--- config.mk ---
export PLATFORM = sky130hd
export DESIGN_NAME = logic_unit_pipe_flat
export DESIGN_NICKNAME = d
export VERILOG_FILES = /design/src/rtl/logic_unit_pipe_pkg.sv /design/src/rtl/logic_unit_pipe_if.sv /design/src/rtl/logic_unit_pipe_logic_op.sv /design/src/rtl/logic_unit_pipe.sv /design/src/flat_wrapper.sv
export SDC_FILE = /design/constraint.sdc
export NUM_CORES = 1
export LEC_CHECK = 0
export ABC_CLOCK_PERIOD_IN_PS = 3000
export CORE_MARGIN = 4
export CORE_UTILIZATION = 45
export CTS_CLUSTER_DIAMETER = 150
export DETAILED_ROUTE_END_ITERATION = 10
export PLACE_DENSITY_LB_ADDON = 0.08
export SLEW_MARGIN = 20
export SYNTH_ARGS = -nofsm -noshare
export SYNTH_HDL_FRONTEND = slang
export SYNTH_SLANG_ARGS = --single-unit
--- constraint.sdc ---
create_clock -name clk -period 3 [get_ports clk]
set_input_delay 0.3 -clock clk [delete_from_list [all_inputs] [get_ports clk]]
set_output_delay 0.3 -clock clk [all_outputs]
set_load 0.005 [all_outputs]
--- src/rtl/logic_unit_pipe_pkg.sv ---
// rtl/logic_unit_pipe_pkg.sv - op encodings and shared constants for the logic unit pipe
package logic_unit_pkg;

  localparam int OP_W = 2;

  typedef enum logic [OP_W-1:0] {
    OP_AND  = 2'b00,
    OP_OR   = 2'b01,
    OP_XOR  = 2'b10,
    OP_XNOR = 2'b11
  } op_e;

endpackage

--- src/rtl/logic_unit_pipe_if.sv ---
// rtl/logic_unit_pipe_if.sv - operand/result handshake bundle; out_ones present under LOGIC_UNIT_POPCOUNT_EN
interface logic_unit_pipe_if #(
  parameter int WIDTH = 8,
  parameter int CNT_W = 16
);
  import logic_unit_pkg::*;

  logic             in_valid;
  logic             in_ready;
  logic [WIDTH-1:0] a;
  logic [WIDTH-1:0] b;
  logic [OP_W-1:0]  op;
  logic             acc_en;
  logic             acc_clr;
  logic             out_valid;
  logic             out_ready;
  logic [WIDTH-1:0] out_data;
  logic [WIDTH-1:0] acc_q;
  logic [CNT_W-1:0] txn_cnt;

`ifdef LOGIC_UNIT_POPCOUNT_EN
  logic [$clog2(WIDTH+1)-1:0] out_ones;

  modport master (
    output in_valid, a, b, op, acc_en, acc_clr, out_ready,
    input  in_ready, out_valid, out_data, acc_q, txn_cnt, out_ones
  );

  modport slave (
    input  in_valid, a, b, op, acc_en, acc_clr, out_ready,
    output in_ready, out_valid, out_data, acc_q, txn_cnt, out_ones
  );
`else
  modport master (
    output in_valid, a, b, op, acc_en, acc_clr, out_ready,
    input  in_ready, out_valid, out_data, acc_q, txn_cnt
  );

  modport slave (
    input  in_valid, a, b, op, acc_en, acc_clr, out_ready,
    output in_ready, out_valid, out_data, acc_q, txn_cnt
  );
`endif

endinterface

--- src/rtl/logic_unit_pipe_logic_op.sv ---
// rtl/logic_unit_pipe_logic_op.sv - combinational WIDTH-wide AND/OR/XOR/XNOR selected by op
module logic_op
  import logic_unit_pkg::*;
#(
  parameter int WIDTH = 8
) (
  input  logic [WIDTH-1:0] x,
  input  logic [WIDTH-1:0] y,
  input  logic [OP_W-1:0]  op,
  output logic [WIDTH-1:0] f
);

  always_comb begin
    f = '0;
    case (op)
      OP_AND:  f = x & y;
      OP_OR:   f = x | y;
      OP_XOR:  f = x ^ y;
      default: f = ~(x ^ y);
    endcase
  end

endmodule

--- src/rtl/logic_unit_pipe.sv ---
// rtl/logic_unit_pipe.sv - registered logic unit with accumulator, backpressure and txn counter
// Optional popcount output enabled by defining LOGIC_UNIT_POPCOUNT_EN.
module logic_unit_pipe
  import logic_unit_pkg::*;
#(
  parameter int WIDTH = 8,
  parameter int CNT_W = 16
) (
  input logic              clk,
  input logic              rst,
  logic_unit_pipe_if.slave bus
);

  logic             out_valid_q, out_valid_d;
  logic [WIDTH-1:0] out_data_q, out_data_d;
  logic [WIDTH-1:0] acc_q_q, acc_q_d;
  logic [CNT_W-1:0] txn_cnt_q, txn_cnt_d;

  logic             in_ready;
  logic             accept;
  logic             out_hs;
  logic [WIDTH-1:0] acc_eff;
  logic [WIDTH-1:0] op_x;
  logic [WIDTH-1:0] op_y;
  logic [WIDTH-1:0] result;

  assign in_ready = !rst && (!out_valid_q || bus.out_ready);
  assign accept   = bus.in_valid && in_ready;
  assign out_hs   = out_valid_q && bus.out_ready;

  // A same-cycle clear is seen by the operation before the accumulator is read.
  assign acc_eff = bus.acc_clr ? '0 : acc_q_q;
  assign op_x    = bus.acc_en ? acc_eff : bus.a;
  assign op_y    = bus.acc_en ? bus.a   : bus.b;

  logic_op #(.WIDTH(WIDTH)) u_logic_op (
    .x  (op_x),
    .y  (op_y),
    .op (bus.op),
    .f  (result)
  );

  always_comb begin
    out_valid_d = out_valid_q;
    out_data_d  = out_data_q;
    acc_q_d     = acc_eff;
    txn_cnt_d   = txn_cnt_q;
    if (accept) begin
      out_valid_d = 1'b1;
      out_data_d  = result;
      if (bus.acc_en) begin
        acc_q_d = result;
      end
    end else if (out_hs) begin
      out_valid_d = 1'b0;
    end
    if (out_hs) begin
      txn_cnt_d = txn_cnt_q + 1'b1;
    end
  end

  always_ff @(posedge clk) begin
    if (rst) begin
      out_valid_q <= 1'b0;
      out_data_q  <= '0;
      acc_q_q     <= '0;
      txn_cnt_q   <= '0;
    end else begin
      out_valid_q <= out_valid_d;
      out_data_q  <= out_data_d;
      acc_q_q     <= acc_q_d;
      txn_cnt_q   <= txn_cnt_d;
    end
  end

  assign bus.in_ready  = in_ready;
  assign bus.out_valid = out_valid_q;
  assign bus.out_data  = out_data_q;
  assign bus.acc_q     = acc_q_q;
  assign bus.txn_cnt   = txn_cnt_q;

`ifdef LOGIC_UNIT_POPCOUNT_EN
  localparam int ONES_W = $clog2(WIDTH + 1);

  logic [ONES_W-1:0] ones_q, ones_d, result_ones;

  always_comb begin
    result_ones = '0;
    for (int i = 0; i < WIDTH; i++) begin
      result_ones = result_ones + ONES_W'(result[i]);
    end
  end

  assign ones_d = accept ? result_ones : ones_q;

  always_ff @(posedge clk) begin
    if (rst) begin
      ones_q <= '0;
    end else begin
      ones_q <= ones_d;
    end
  end

  assign bus.out_ones = ones_q;
`endif

endmodule

--- src/flat_wrapper.sv ---
// flat-port wrapper written by rule: the top's interface ports become plain ports
module logic_unit_pipe_flat import logic_unit_pkg::*;
#(
  parameter int WIDTH = 8,
  parameter int CNT_W = 16
)
  (clk, rst, bus_in_valid, bus_a, bus_b, bus_op, bus_acc_en, bus_acc_clr, bus_out_ready, bus_in_ready, bus_out_valid, bus_out_data, bus_acc_q, bus_txn_cnt);
  logic_unit_pipe_if #(.WIDTH(WIDTH), .CNT_W(CNT_W)) bus_i ();
  input logic clk;
  input logic rst;
  input wire logic [$bits(bus_i.in_valid)-1:0] bus_in_valid;
  input wire logic [$bits(bus_i.a)-1:0] bus_a;
  input wire logic [$bits(bus_i.b)-1:0] bus_b;
  input wire logic [$bits(bus_i.op)-1:0] bus_op;
  input wire logic [$bits(bus_i.acc_en)-1:0] bus_acc_en;
  input wire logic [$bits(bus_i.acc_clr)-1:0] bus_acc_clr;
  input wire logic [$bits(bus_i.out_ready)-1:0] bus_out_ready;
  output wire logic [$bits(bus_i.in_ready)-1:0] bus_in_ready;
  output wire logic [$bits(bus_i.out_valid)-1:0] bus_out_valid;
  output wire logic [$bits(bus_i.out_data)-1:0] bus_out_data;
  output wire logic [$bits(bus_i.acc_q)-1:0] bus_acc_q;
  output wire logic [$bits(bus_i.txn_cnt)-1:0] bus_txn_cnt;
  assign bus_i.in_valid = bus_in_valid;
  assign bus_i.a = bus_a;
  assign bus_i.b = bus_b;
  assign bus_i.op = bus_op;
  assign bus_i.acc_en = bus_acc_en;
  assign bus_i.acc_clr = bus_acc_clr;
  assign bus_i.out_ready = bus_out_ready;
  assign bus_in_ready = bus_i.in_ready;
  assign bus_out_valid = bus_i.out_valid;
  assign bus_out_data = bus_i.out_data;
  assign bus_acc_q = bus_i.acc_q;
  assign bus_txn_cnt = bus_i.txn_cnt;
  logic_unit_pipe #(.WIDTH(WIDTH), .CNT_W(CNT_W)) u_core (.clk(clk), .rst(rst), .bus(bus_i));
endmodule
* Word-level counts from Yosys, hierarchy flattened
Cells that the tools add are included.
** Word-level totals
- Register bits after elaboration :: 33
- Bits of input ports :: 24
- Output and inout bits :: 34
** Operators by class
- $add $sub $neg :: 1
- Eq/ne operators :: 2
- Multiplexer cells :: 8
- Bitwise logic cells :: 4
- Reductions and logical operators :: 8
** Operators with widths (number)
- 8-bit two-way mux :: 5
- 8-bit case mux with 3 select lines :: 1
- 16-bit by 1-bit adder with 16-bit output, second input constant :: 1
- 8-bit AND :: 1
- 8-bit inverter :: 1
- 8-bit bitwise OR :: 1
- 8-bit XOR :: 1
- 1-bit logical AND :: 3
- 2-bit by 1-bit == test with 1-bit output, second input constant :: 1
- 2-bit == test, second input constant :: 1
- 1-bit zero test :: 2
- 2-bit zero test :: 1
- 1-bit two-way mux :: 2
- 2-bit nonzero test :: 1
- 1-bit logical OR :: 1

* Longest topological paths before layout
- Depth after elaboration :: 7
- Gate-level depth with buffers :: 9
- Depth with buffers taken out :: 7

* Cells and area by module
Synthesis repeated with hierarchy kept, for this count alone.
** Second synthesis, totals
- Cells, all modules :: 239
- Area, all modules :: 2113.3 um^2
** Modules (own cells, without submodules)
- logic_unit_pipe :: times used 1, cells each 163, area an instance 1586.5 um^2, seq. area each 660.6 um^2
- logic_op :: times used 1, cells each 76, area an instance 526.8 um^2, seq. area each 0.0 um^2

* Worst setup path before layout
Ideal clock, no wire load.
- Path type :: input to register
- Start :: in bus_acc_en
- End :: reg u_core.acc_q_q[4], in the netlist u_core.bus.acc_q[4]
- Library setup time :: 0.132 ns
- Arrival :: 1.745 ns
- Data required time :: 2.868 ns
- Path slack :: 1.122 ns
- Stages :: 8
- Buffers on the path :: 2
- Cell sequence :: buf_4 buf_2 mux2_2 ha_1 xnor2_1 nand2_1 o311ai_0 a21oi_1
** On the way
- Longest elaborated chain between the ends :: 6
- Elaborated cells on any way between the ends :: 9
- Those cells by class :: 5 x mux; 4 x bitwise
** Ends and longest elaborated chain
- start: declaration :: line flat_wrapper.sv:15 : input wire logic [$bits(bus_i.acc_en)-1:0] bus_acc_en;
- 8-bit two-way mux, on equally long branches :: line logic_unit_pipe.sv:33, logic_unit_pipe.sv:34
- 8-bit XOR :: line logic_unit_pipe_logic_op.sv:18, logic_unit_pipe_logic_op.sv:19
- 8-bit inverter :: line logic_unit_pipe_logic_op.sv:19 : default: f = ~(x ^ y);
- 8-bit case mux with 3 select lines :: line logic_unit_pipe_logic_op.sv:15 : case (op)
- 8-bit two-way mux * :: line logic_unit_pipe.sv:51 : if (bus.acc_en) begin
- 8-bit two-way mux * :: line logic_unit_pipe.sv:48 : if (accept) begin
- end signal: assignment :: line logic_unit_pipe.sv:71 : acc_q_q <= acc_q_d;
- end: declaration :: line logic_unit_pipe.sv:16 : logic [WIDTH-1:0] acc_q_q, acc_q_d;
Mark *: on every way between the ends. The rest lies on a longest branch, timed or not.
A chain may end at the register's enable or synchronous reset.

* Final worst setup path
- Start :: in bus_acc_en
- End :: reg u_core.acc_q_q[6], in the netlist u_core.bus.acc_q[6]
Same word-level chain as after synthesis.

==> impl_metrics.yaml <==
finish:
  final-seq-area_um2: 661
  num-fill-cells: 414
  nets: 335
  fin_area_um2: 2720
  multi_input_comb_area_um2: 1240
  layout-drive-gt1-share_pct: 7.80
  antenna_diode_count: 0
  area.growth.synth_to_final_pct: 32.4
route:
  first_iter_violations: 28
  ant_nets: 0
  drt-total-wl_mm: 4.27
  drt-vias-per-instance: 5.09
  drcViolationCount: 0
  detailedRoute.firstPassIterationCount: 4
  wl_per_cell_um: 12.3
  dr_total_vias: 1767
cts:
  post-cts-setup-buffer-count: 0
  insertion_delay_ps: 280
  cts_tree: "done"
  worst_setup_hold_path_clk_slew_ps: 70
  clock_tree_sinks: 33
  cts-htree-levels: 2
  numCtsBuffers: 5
  cts-root-buf: "clkbuf_8"
  ctsResizeCount: 0
  clock_path_buffers: 2
  cts_hold_buf: 0
timing:
  slew_worst_pin_ps: 836
  setup_viol_count_final: 0
  final-hold-violation-count: 0
  timing.final.crit_period_ps: 2190
  post-route-period-util_pct: 72.9
  final.setup_skew_ps: 3.19
  final.hold.worst_slack_ps: 469
  maxSlewViolCount: 0
  relSlewSlack_pct: 44.1
  fmax_ghz: 0.457
  timing.setup.tns_ps: 0
  rsz0062_at_grt: "false"
placement:
  gp_routability_congestion: 0.790
  port_buffers: 57
  dp_hpwl_mm: 3.42
  dpl_cell_area_um2: 2640
logic_synthesis:
  syn_area_per_cell_um2: 8.57
  synth.lib_cells_used.distinct: 34
  mapped_cell_area_um2: 2060
  synthTopCellsByArea: "dfxtp_1, ha_1, xor2_1"
  synthDominantCellAreaShare_pct: 32.1
  post_synthesis_net_count: 281
  yosys-top-cells-count: "dfxtp_1, nor2_1, ha_1, inv_1, xor2_1"
  synth_seq_area_share_pct: 32.1
  ys.warnings.count: 0
  synth-seq-cells: 33
  ys.flop_type: "dfxtp_1"
  cell_count_after_synthesis: 240
  count_of_flip_flops_with_a_built_in_enable_after_synthesis: 0
  yosys.cell_count.top_type: "dfxtp_1"
  synth_largest_area_cell: "dfxtp_1"
  postSynth.asyncResetShare_pct: 0
worst_hold_path:
  holdCritPathClass: "reg2reg"
  hold-path-cell-count: 2
power_and_ir_drop:
  p_leak_nw: 1.09
  p_per_area_nw_per_um2: 363
  maximum_ir_drop_on_the_vdd_rail_uv: 138
setup_path:
  critical_path.max_fanout: 13
  critPathLaunchType: "input port"
  endpoint_kind: "register"
  worst_r2r_path_depth: 6
  critical_path_arrival_ps: 2320
  critPathRequiredTime_ps: 3130
  path_class: "in2reg"
floorplan:
  floorplan.io_pins: 58
  initial_utilization_pct: 46.9
  chipWidth_um: 75.6
  fp.coreArea_um2: 4380
  die_area_um2: 5710
  dieHeight_um: 75.6
  fp-row-count: 24
run_status:
  status: "complete, no violations"
grt:
  grt_pass1_wl_mm: 7.01
  global_route.overflow_total: 0
  grt_usage_pct: 15.9
  first_global_vias: 1550
  antenna_found_initial: 0
  grt_start_max_net_pins: 23
run:
  max_cap_violations: 0
-- flip-flops by register name, indices dropped and copies added (netlist names) --
name,flops
u_core.bus.txn_cnt,16
u_core.bus.out_valid,1
u_core.bus.out_data,8
u_core.bus.acc_q,8
-- area by class of cell --
cell class | count | area share [%]
Clock buffer | 6 | 2.67
Clock inverter | 2 | 0.368
Inverter | 19 | 2.62
Multi-Input combinational cell | 174 | 45.6
Sequential cell | 33 | 24.3
Tap cell | 52 | 2.39
Timing Repair Buffer | 61 | 22.1
-- path summary, 6_finish.rpt --
path                           from                     end  slack, ps
max                      bus_acc_en     u_core.bus.acc_q[6]        810
min          u_core.bus.out_data[0]  u_core.bus.out_data[0]        470
max reg2reg     u_core.bus.acc_q[3]     u_core.bus.acc_q[3]       1310
min reg2reg  u_core.bus.out_data[0]  u_core.bus.out_data[0]        470
-- critical path, stage by stage --
cell and delay (ps):
clkdlybuf4s50_1 580, buf_4 270, mux2_2 370, ha_1 310, xor2_1 160, a21oi_1 230, a211oi_1 90
-- per-stage QoR --
| stage | cells | total power (W) | worst slack, ps | utilization (%) |
|---|---|---|---|---|
| after floorplan | 240 | 0.000591 | 1120 | - |
| after global placement | 339 | 0.000677 | 544 | 60.2 |
| after detailed placement | 339 | 0.000681 | 496 | 60.2 |
| after CTS | 347 | 0.00100 | 814 | 62.1 |
| after global routing | 347 | 0.00105 | 670 | 62.1 |
| final | 347 | 0.000988 | 814 | 62.1 |
-- kinds of logic after synthesis --
family / after synthesis / share of synthesized area (%)
buf+inv: 33 / 7.49
mux: 16 / 8.28
simple gates: 79 / 21.0
xor+xnor: 19 / 8.09
compound gates: 43 / 12.7
flops: 33 / 32.1
fa+ha+maj: 17 / 10.3
-- routing by layer --
metal  share of wire, %  wire (um)  vias up  track usage [%]
met5                  0          0        -                0
met4                1.8         78        0             6.41
met3                5.4        231        7             3.96
met2                 48       2030       40             27.7
met1                 45       1930      786             18.6
li1                   -          -      934                -
-- layout by cell type, fill, tap and decap left out, types with 4 or more instances in the layout --
cell             instances
ha_1                    17
a21oi_1                 13
mux2_2                   8
dfxtp_1                 33
nand2_1                  9
clkbuf_8                 5
o21ai_0                 13
mux2i_1                  8
clkdlybuf4s50_1         57
nand3_1                 13
nand4_1                  6
inv_1                   17
a211oi_1                12
nor2b_1                 13
nor2_1                  24
buf_4                    4
xor2_1                  16
-- power breakdown --
part	leakage (nW)	total [W]	switching, W	internal [W]
clock network	0.0450	0.000320	0.000159	0.000161
registers	0.268	0.000464	0.00000982	0.000455
logic	0.772	0.000204	0.0000941	0.000110
No activity file was read; power rests on OpenSTA's default activity.
